### config.mk
export PLATFORM = sky130hd
export DESIGN_NAME = key_event_scheduler
export DESIGN_NICKNAME = d
export VERILOG_FILES = /design/src/rtl/key_event_scheduler.sv
export SDC_FILE = /design/constraint.sdc
export NUM_CORES = 1
export LEC_CHECK = 0
export BUFFER_PORTS_ARGS = -buffer_cell sky130_fd_sc_hd__buf_2
export CORE_UTILIZATION = 35
export DETAILED_ROUTE_END_ITERATION = 6
export GPL_TIMING_DRIVEN = 0
export RECOVER_POWER = 100
export REMOVE_ABC_BUFFERS = 1
export SETUP_SLACK_MARGIN = 0.3
export SYNTH_ARGS = -nofsm -noshare
export SYNTH_HDL_FRONTEND = slang
export SYNTH_SLANG_ARGS = --single-unit
### constraint.sdc
create_clock -name clock -period 7.9 [get_ports clock]
set_input_delay 0.79 -clock clock [delete_from_list [all_inputs] [get_ports clock]]
set_output_delay 0.79 -clock clock [all_outputs]
set_load 0.1 [all_outputs]
### src/rtl/key_event_scheduler.sv
// Frame-rate key debouncer and round-robin note event arbiter.
// Publishes a tear-free pressed mask and a valid/ready note channel.
module key_event_scheduler #(
  parameter int NUM_KEYS    = 8,
  parameter int HOLD_FRAMES = 3
) (
  input  logic                clock,
  input  logic                reset,
  input  logic                vsync_pulse,
  input  logic [NUM_KEYS-1:0] key_raw,
  input  logic                note_ready,
  output logic [NUM_KEYS-1:0] key_pressed,
  output logic                note_valid,
  output logic [2:0]          note_idx,
  output logic                note_on,
  output logic [NUM_KEYS-1:0] pending_mask
);

  typedef enum logic {
    IDLE,
    OFFER
  } state_t;

  localparam logic [3:0] HOLD_LAST = 4'(HOLD_FRAMES - 1);

  state_t state, state_d;

  logic [3:0] cnt   [NUM_KEYS];
  logic [3:0] cnt_d [NUM_KEYS];

  logic [NUM_KEYS-1:0] pressed_d;
  logic [NUM_KEYS-1:0] trans;
  logic [NUM_KEYS-1:0] dir;
  logic [NUM_KEYS-1:0] dir_d;
  logic [NUM_KEYS-1:0] pend_d;
  logic [NUM_KEYS-1:0] sel;

  logic [7:0] pend8;
  logic [7:0] dir8;
  logic [3:0] j;
  logic [2:0] rr_ptr;
  logic [2:0] rr_d;
  logic [2:0] idx_d;
  logic [2:0] pick;
  logic       found;
  logic       valid_d;
  logic       on_d;

  assign pend8 = 8'(pending_mask);
  assign dir8  = 8'(dir);

  always_comb begin
    pressed_d = key_pressed;
    trans     = '0;
    for (int k = 0; k < NUM_KEYS; k++) begin
      cnt_d[k] = cnt[k];
      if (vsync_pulse) begin
        if (key_raw[k] == key_pressed[k]) begin
          cnt_d[k] = '0;
        end else if (cnt[k] == HOLD_LAST) begin
          pressed_d[k] = key_raw[k];
          cnt_d[k]     = '0;
          trans[k]     = 1'b1;
        end else begin
          cnt_d[k] = cnt[k] + 4'd1;
        end
      end
    end
  end

  // First pending key at or after rr_ptr, wrapping.
  always_comb begin
    found = 1'b0;
    pick  = rr_ptr;
    j     = '0;
    for (int i = 0; i < NUM_KEYS; i++) begin
      j = {1'b0, rr_ptr} + 4'(i);
      if (j >= 4'(NUM_KEYS)) j = j - 4'(NUM_KEYS);
      if (!found && pend8[j[2:0]]) begin
        found = 1'b1;
        pick  = j[2:0];
      end
    end
  end

  always_comb begin
    state_d = state;
    valid_d = note_valid;
    idx_d   = note_idx;
    on_d    = note_on;
    rr_d    = rr_ptr;
    sel     = '0;
    unique case (state)
      IDLE: begin
        if (found) begin
          sel     = NUM_KEYS'(1) << pick;
          valid_d = 1'b1;
          idx_d   = pick;
          on_d    = dir8[pick];
          state_d = OFFER;
        end
      end
      OFFER: begin
        if (note_ready) begin
          valid_d = 1'b0;
          rr_d    = (note_idx == 3'(NUM_KEYS - 1)) ?
                    3'd0 : note_idx + 3'd1;
          state_d = IDLE;
        end
      end
    endcase
  end

  // A second transition before issue cancels the first.
  always_comb begin
    pend_d = pending_mask & ~sel;
    dir_d  = dir;
    for (int k = 0; k < NUM_KEYS; k++) begin
      if (trans[k]) begin
        if (pend_d[k]) begin
          pend_d[k] = 1'b0;
        end else begin
          pend_d[k] = 1'b1;
          dir_d[k]  = pressed_d[k];
        end
      end
    end
  end

  always_ff @(posedge clock) begin
    if (reset) begin
      state        <= IDLE;
      key_pressed  <= '0;
      pending_mask <= '0;
      dir          <= '0;
      note_valid   <= 1'b0;
      note_idx     <= '0;
      note_on      <= 1'b0;
      rr_ptr       <= '0;
      for (int k = 0; k < NUM_KEYS; k++) cnt[k] <= '0;
    end else begin
      state        <= state_d;
      key_pressed  <= pressed_d;
      pending_mask <= pend_d;
      dir          <= dir_d;
      note_valid   <= valid_d;
      note_idx     <= idx_d;
      note_on      <= on_d;
      rr_ptr       <= rr_d;
      for (int k = 0; k < NUM_KEYS; k++) cnt[k] <= cnt_d[k];
    end
  end

endmodule

Word level (Yosys, flattened, before mapping) --
Memory sizes are Yosys's and may differ from the RTL's. Index checks and enable logic that the tools add are counted.
Word-level totals: memory bits (writable) 32, memories 1, output and inout bits 21, word-level logic and storage cells 271, register bits after elaboration 33, input port bits 12
Memory list:
- cnt | depth 8, bits a word 4, rd ports 8, clocked after memory_dff 0, wr ports 8, line 28 | logic [3:0] cnt [NUM_KEYS];
Operators by class: shift operators 1, $add $sub $neg 24, bitwise gates (word level) 19, muxes and demuxes 150, eq/ne operators 19, reduce and logical (&&, ||, !) cells 25, $lt $le $gt $ge 17
Operators with widths (number):
- $mux W4 | 32
- $mux W1 | 88
- $mux W3 | 17
- $lt A3 B4 Y1 const B | 9
- $add A4 B1 Y4 const B | 8
- $eq A4 B2 Y1 const B | 8
- $ge A4 B4 Y1 const B | 7
- $bmux W1 S3 | 9
- $sub A3 B1 Y3 const B | 8
- $reduce_and A2 Y1 | 11
- $add A3 B3 Y4 const B | 4
- $mux W8 | 2
- $not A1 Y1 | 9
- $add A3 B2 Y4 const B | 2
- $and A8 B8 Y8 | 1
- $eq A1 B1 Y1 | 8
- $not A8 Y8 | 1
- $or A1 B1 Y1 | 8
- $shl A1 B3 Y8 const A | 1
- $logic_and A1 B1 Y1 | 7
- $logic_not A1 Y1 | 7
- $add A3 B1 Y4 const B | 1
- $ge A3 B4 Y1 const B | 1
- $ne A2 B2 Y1 const B | 2
- 3 further kinds | 4

Longest topological paths before layout --
Gate-level depths: netlist (run 1).
depth in word-level cells 33, mapped depth 18, depth with buffers taken out 14

Worst setup path before layout (run 1) --
OpenSTA, ideal clock, no wires.
path kind register to register, start register rr_ptr[1], end register dir[2], setup slack 3729 ps, clock period less this slack 4171 ps, required time 7766 ps, arrival 4037 ps, library setup time 134 ps, buffers on the path 2, cell stages (with the launch flop) 17, path through dfxtp_1 > buf_2 > inv_1 > ha_1 > buf_6 > mux2_4 > mux4_2 > or4_4 > a211o_1 > a21boi_1 > a22oi_1 > nor2_1 > nand2_1 > o21ai_1 > ha_1 > nor2_1 > a211oi_1
Between the ends: longest elaborated chain between the ends 33, elaborated cells on any way between the ends 84, classes of those cells add/sub: 15; order compare: 8; shift: 1; mux: 42; bitwise: 3; reduce/logical: 15
RTL lines:
- from (decl) | line 41 | logic [2:0] rr_ptr;
- from (signal assigned) | line 149 | rr_ptr <= rr_d;
- branches (longest 27 deep; another with $add A3 B1 Y4)
- $mux W8 * | line 95 | if (found) begin
- $mux W8 * | line 93 | unique case (state)
- $not A8 Y8 * | line 116 | pend_d = pending_mask & ~sel;
- $and A8 B8 Y8 * | line 116
- $not A1 Y1 (no line) *
- $reduce_and A2 Y1 (no line) *
- to (signal assigned) | line 145 | dir <= dir_d;
- to (decl) | line 33 | logic [NUM_KEYS-1:0] dir;
Mark *: on every way between the ends. The select of a mux whose other input is x is not followed. A chain may end at the register's enable or synchronous reset.

Worst setup path in the final report (run 1) --
start register rr_ptr[0], end register dir[0]
Same word-level chain as after synthesis.

==> impl_metrics.tcl, run 1 <==
set metrics [dict create \
    status "finished with violations" \
    violations "capacitance limit, slew limit" \
    wl_um 7997 \
    gp_congestion 0.8024 \
    p_leak_nw 1.643 \
    synth_edf_count 0 \
    hold_depth 2 \
    syn_to_final_growth_pct 10.88 \
    critPathSlowestCell "ha_1" \
    grt_pass1_vias 2938 \
    drive_above_1_share 0.09071 \
    routed-via-count 3156 \
    fillers 1075 \
    synth_top_flop_cell "dfxtp_1" \
    ios 33 \
    post-route-period-util 0.7127 \
    dieWidth_um 108.2 \
    clk_latency_ns 0.34 \
    report.final.setup_viol 0 \
    synth-seq-cells 65 \
    reg2reg_depth 14 \
    min_from "note_valid" \
    rsz0062_at_grt "no" \
    final-hold-violation-count 0 \
    min_path_type "reg -> reg" \
    diodes 0 \
    die_area_mm2 0.01170 \
    drtIter0Drc 186 \
    cts.sinks 65 \
    avgSynthCellArea_um2 9.066 \
    clock.fmax_mhz 177.6 \
    final_nets 498 \
    finalSetupTns_ns 0 \
    max-vdd-ir-drop_mv 0.1214 \
    crit_fanout 18 \
    core_mm2 0.01089 \
    powerDensity_mw_per_mm2 196.2 \
    synth_top_area_frac 0.3299 \
    syn_area_mm2 0.003944 \
    worst_pin_slew_ns 2.339 \
    cts_root_buf "clkbuf_8" \
    drv_cap 2 \
    cp.arrival_ns 5.75 \
    crit_chain "inv_1 > ha_1 > mux2_1 > mux4_2 > or4_1 > a211o_1 > a21boi_0 > a22oi_1 > nor2_1 > nand2_1 > o21ai_0 > ha_1 > nor2_1 > a211oi_1" \
    avgViaCountPerCell 5.234 \
    slowest_delay_ns 0.91 \
    endpoint_kind "flop" \
    dp_slack_ns 2.587 \
    start_util 0.3622 \
    yosysMostFrequentCell "nor2_1" \
    crit_type "reg -> reg" \
    r2r_start "rr_ptr[0]" \
    ff_latch_area_mm2 0.001301 \
    reg2reg_slack_ns 2.27 \
    ant_nets 0 \
    crit_path_start_kind "flop" \
    r2r_end "dir[0]" \
    cts.reportedPaths.clkPinSlew_ns 0.07 \
    dr.pass1.iters 4 \
    utilization 0.4016 \
    post_cts_resized 0 \
    rows 38 \
    h-tree-depth 3 \
    portBuffers 32 \
    track_usage 0.1489 \
    worst_slack_ns 2.269 \
    synth_cell_types 52 \
    synth_commonest_cells "nor2_1, dfxtp_1, nand2_1, ha_1, mux2i_1" \
    overflow 0 \
    clk_path_buf_depth 2 \
    cts_tree "built" \
    antenna_found_initial 0 \
    slew_headroom -0.5592 \
    routedWlPerCell_um 13.26 \
    async_flop_share 0 \
    yosysTopAreaCell "dfxtp_1" \
    yosys-top-cells-area "dfxtp_1, ha_1, nor2_1" \
    fin_crit_ns 5.631 \
    synth-warning-count 0 \
    drc 0 \
    ys_seq_area_frac 0.3299 \
    fin_skew_ns 0.005645 \
    worstPathRequired_ns 8.02 \
    whs_ns 0.4669 \
    multi_input_area_mm2 0.002494 \
    maxSlewViolCount 104 \
    die_h_um 108.2 \
    netlist_instances 435 \
    cts_hold_buf 0 \
    dp_hpwl_um 5904 \
    postCtsSetupBuffers 0 \
    holdPathEnd "note_valid" \
    grt_pass1_wl_um 13830 \
    cts_buffers 9 \
    grt_max_degree 57 \
]
state kept, by name, indices dropped and copies added, names as in the netlist:
name / count
note_valid: 1
cnt: 32
note_on: 1
rr_ptr: 3
dir: 8
state: 1
note_idx: 3
pending_mask: 8
key_pressed: 8
layer usage:
metal	vias to the layer above	routed length (µm)	GRT usage
li1	1593	-	-
met5	-	0	0
met4	0	99	0.05577
met2	60	3704	0.2329
met1	1494	3862	0.2004
met3	9	331	0.03134
cell type report:
type / instances / share of cell area
Multi-Input combinational cell: 337 / 0.5702
Sequential cell: 65 / 0.2976
Tap cell: 140 / 0.04006
Clock buffer: 14 / 0.03720
Timing Repair Buffer: 32 / 0.03004
Clock inverter: 2 / 0.01373
Inverter: 13 / 0.01116
worst max path at each step:
stage	startpoint	end	slack [ns]	cells past startpoint
after global routing	rr_ptr[0]	dir[0]	1.83	14
final	rr_ptr[0]	dir[0]	2.27	14
after CTS	rr_ptr[0]	dir[5]	2.55	13
after floorplan	rr_ptr[0]	dir[3]	3.33	13
after global placement	rr_ptr[0]	dir[1]	2.61	14
after detailed placement	rr_ptr[0]	dir[7]	2.59	13
critical path: cells and delay by family (launching register included):
| family | cells | cell delay, ns |
|---|---|---|
| simple gates | 4 | 1.07 |
| fa+ha+maj | 2 | 1.16 |
| mux | 2 | 0.95 |
| buf+inv | 1 | 0.32 |
| compound gates | 5 | 1.19 |
| flops | 1 | 0.72 |
cells by family after synthesis:
logic type / share of synthesized area
AOI/OAI and AO/OA: 0.1326
and+or+nand+nor: 0.2049
xor gates and xnor gates: 0.07328
adders and majority gates: 0.08883
DFF: 0.3299
buffers and inverters: 0.03585
muxes: 0.1345
per-stage QoR:
stage | std cells | instance area (µm²) | power [mW]
2_1_floorplan | 415 | 3851 | 0.5096
3_3_place_gp | 587 | 4187 | 0.5495
3_5_place_dp | 587 | 4187 | 0.5522
4_1_cts | 603 | 4409 | 0.8715
5_1_grt | 603 | 4373 | 0.9055
6_report | 603 | 4373 | 0.8578
cells in the final DEF, fill, tap and decap left out, types with 11 or more instances in the layout:
cell	count
nor2_1	73
dfxtp_1	65
nand2_1	32
ha_1	28
clkbuf_1	26
mux2i_1	20
xnor2_1	17
a211oi_1	17
xor2_1	16
a21oi_1	15
inv_1	13
o21ai_0	13
mux4_2	11
clkbuf_8	11
power breakdown:
group / switching, mW / leakage, nW / internal (mW)
clock network: 0.121 / 0.111 / 0.196
logic: 0.119 / 1.00 / 0.0588
registers: 0.0205 / 0.528 / 0.343
(Power assumes the default switching activity.)
==> run 2, diff against run 1 <==
==> constraint.sdc (replaced) <==
create_clock -name clock -period 4.9 [get_ports clock]
set_input_delay 0.49 -clock clock [delete_from_list [all_inputs] [get_ports clock]]
set_output_delay 0.49 -clock clock [all_outputs]
set_load 0.1 [all_outputs]
==> run 2 against run 1 <==
The flow still finishes with violations (capacitance limit, slew limit). Design area up 1.2%. Core utilization up 0.47 points. Via count up 1.8%. Maximum frequency up 24%. Sequential cell count unchanged. Register-to-register slack worse by 1.9 ns.
==> impl_metrics.tcl, run 2 (synthesized netlist as in run 1, its figures left out) <==
set metrics [dict create \
    status "finished with violations" \
    violations "capacitance limit, slew limit" \
    grt_pass1_wl_um 13960 \
    fin_skew_ns 0.006996 \
    cts.sinks 65 \
    clk_latency_ns 0.33 \
    routedWlPerCell_um 13.45 \
    p_leak_nw 1.662 \
    wl_um 8139 \
    max-vdd-ir-drop_mv 0.1958 \
    rsz0062_at_grt "no" \
    die_area_mm2 0.01170 \
    final-hold-violation-count 0 \
    startpoint "rr_ptr[1]" \
    reg2reg_depth 13 \
    post-route-period-util 0.9233 \
    holdPathEnd "state" \
    worst_slack_ns 0.3759 \
    portBuffers 32 \
    dieWidth_um 108.2 \
    syn_to_final_growth_pct 12.18 \
    core_mm2 0.01089 \
    largest_register_ffs 32 \
    endpoint_kind "flop" \
    crit_fanout 18 \
    track_usage 0.1506 \
    combinationalPowerShare 0.215 \
    grt_max_degree 57 \
    powerDensity_mw_per_mm2 315.8 \
    cts_root_buf "clkbuf_8" \
    clock.fmax_mhz 221.0 \
    drv_cap 1 \
    worst_pin_slew_ns 2.343 \
    maxSlewViolCount 57 \
    drive_above_1_share 0.1118 \
    r2r_start "rr_ptr[1]" \
    dr.pass1.iters 5 \
    clk_path_buf_depth 2 \
    cp.arrival_ns 4.77 \
    cts_buffers 9 \
    min_from "note_ready" \
    overflow 0 \
    r2r_end "dir[5]" \
    hold_depth 2 \
    worstPathRequired_ns 5.14 \
    cts_tree "built" \
    h-tree-depth 3 \
    pwr-share-seq 0.420 \
    grt_pass1_vias 2954 \
    layout_commonest_cell "nor2_1" \
    p_sw_uw 425.0 \
    slew_headroom -0.5620 \
    min_path_type "in -> reg" \
    largest-register "cnt" \
    critPathSlowestCell "or4_1" \
    switching_share 0.3042 \
    antenna_found_initial 0 \
    reg2reg_slack_ns 0.38 \
    utilization 0.4063 \
    ios 33 \
    dp_hpwl_um 5904 \
    die_h_um 108.2 \
    routed-via-count 3212 \
    drc 0 \
    avgViaCountPerCell 5.309 \
    diodes 0 \
    p_clk_frac 0.365 \
    cts.reportedPaths.clkPinSlew_ns 0.07 \
    drtIter0Drc 178 \
    rows 38 \
    most-common-layout-cells "nor2_1, dfxtp_1, nand2_1" \
    crit_path_start_kind "flop" \
    ant_nets 0 \
    gp_congestion 0.8024 \
    p_int_uw 972.4 \
    fillers 1072 \
    crit_type "reg -> reg" \
    slowest_delay_ns 0.66 \
    crit_chain "inv_1 > ha_4 > mux2_4 > mux4_2 > or4_1 > a211o_1 > a21boi_0 > a22oi_2 > nand3_1 > o21ai_0 > ha_1 > nor2_1 > a211oi_1" \
    dp_slack_ns -0.4134 \
    final_nets 500 \
    start_util 0.3622 \
    report.final.setup_viol 0 \
    fin_crit_ns 4.524 \
]
==> run 2: metrics by stage <==
stage	instance area [µm²]	power (mW)	setup TNS [ns]	hold WS, ns	std cells
floorplan	3851	0.8217	0	0.4697	415
global placement	4187	0.8860	-5.136	0.4519	587
detailed placement	4187	0.8902	-5.725	0.4624	587
CTS	4433	1.410	0	0.3687	603
global route	4424	1.473	0	0.3734	605
finish	4424	1.397	0	0.3848	605
==> run 2: timing repair <==
item / in CTS / in global routing
pin swaps: 0 / 1
hold buffers: 0 / 0
setup endpoints to repair: 19 / 8
cloned: 0 / 0
buffers inserted: 0 / 2
resized for setup: 6 / 1
==> run 2: layout make-up <==
class,instances,area (µm²),share of cell area
multi-input cells,337,2526,0.5710
repair buffers,34,147.6,0.03337
well taps,140,175.2,0.03959
inverters,13,48.80,0.01103
clock buffers,14,162.7,0.03676
clock inverters,2,60.06,0.01357
flip-flops and latches,65,1304,0.2947
==> run 2: how the worst max path moves through the flow <==
stage,endpoint,slack (ns),cells after the start
detailed placement,dir[7],-0.41,13
finish,dir[5],0.38,13
CTS,dir[5],0.46,13
global placement,dir[1],-0.39,14
floorplan,dir[3],0.33,13
global route,dir[3],0.18,14
==> run 2: worst max-delay path: cells and delay by family, from the launching register on <==
family	cells	cell delay [ns]
AND/OR/NAND/NOR	3	0.90
multiplexers	2	0.87
buffers and inverters	1	0.19
AO/OA/AOI/OAI	5	1.22
flip-flops	1	0.54
adder cells (fa/ha/maj)	2	0.69
==> run 2: layer usage <==
layer,vias up,wire length (µm),global-route usage
li1,1601,-,-
met1,1513,3849,0.2018
met2,87,3800,0.2357
met3,11,413,0.03134
met4,0,76,0.05871
met5,-,0,0
==> run 2: power by group through the flow <==
stage / Sequential [mW] / Combinational [mW] / Clock (mW)
2_1_floorplan: 0.656 / 0.166 / 0
3_3_place_gp: 0.598 / 0.288 / 0
3_5_place_dp: 0.599 / 0.291 / 0
4_1_cts: 0.587 / 0.297 / 0.525
5_1_grt: 0.592 / 0.328 / 0.552
6_report: 0.587 / 0.301 / 0.510
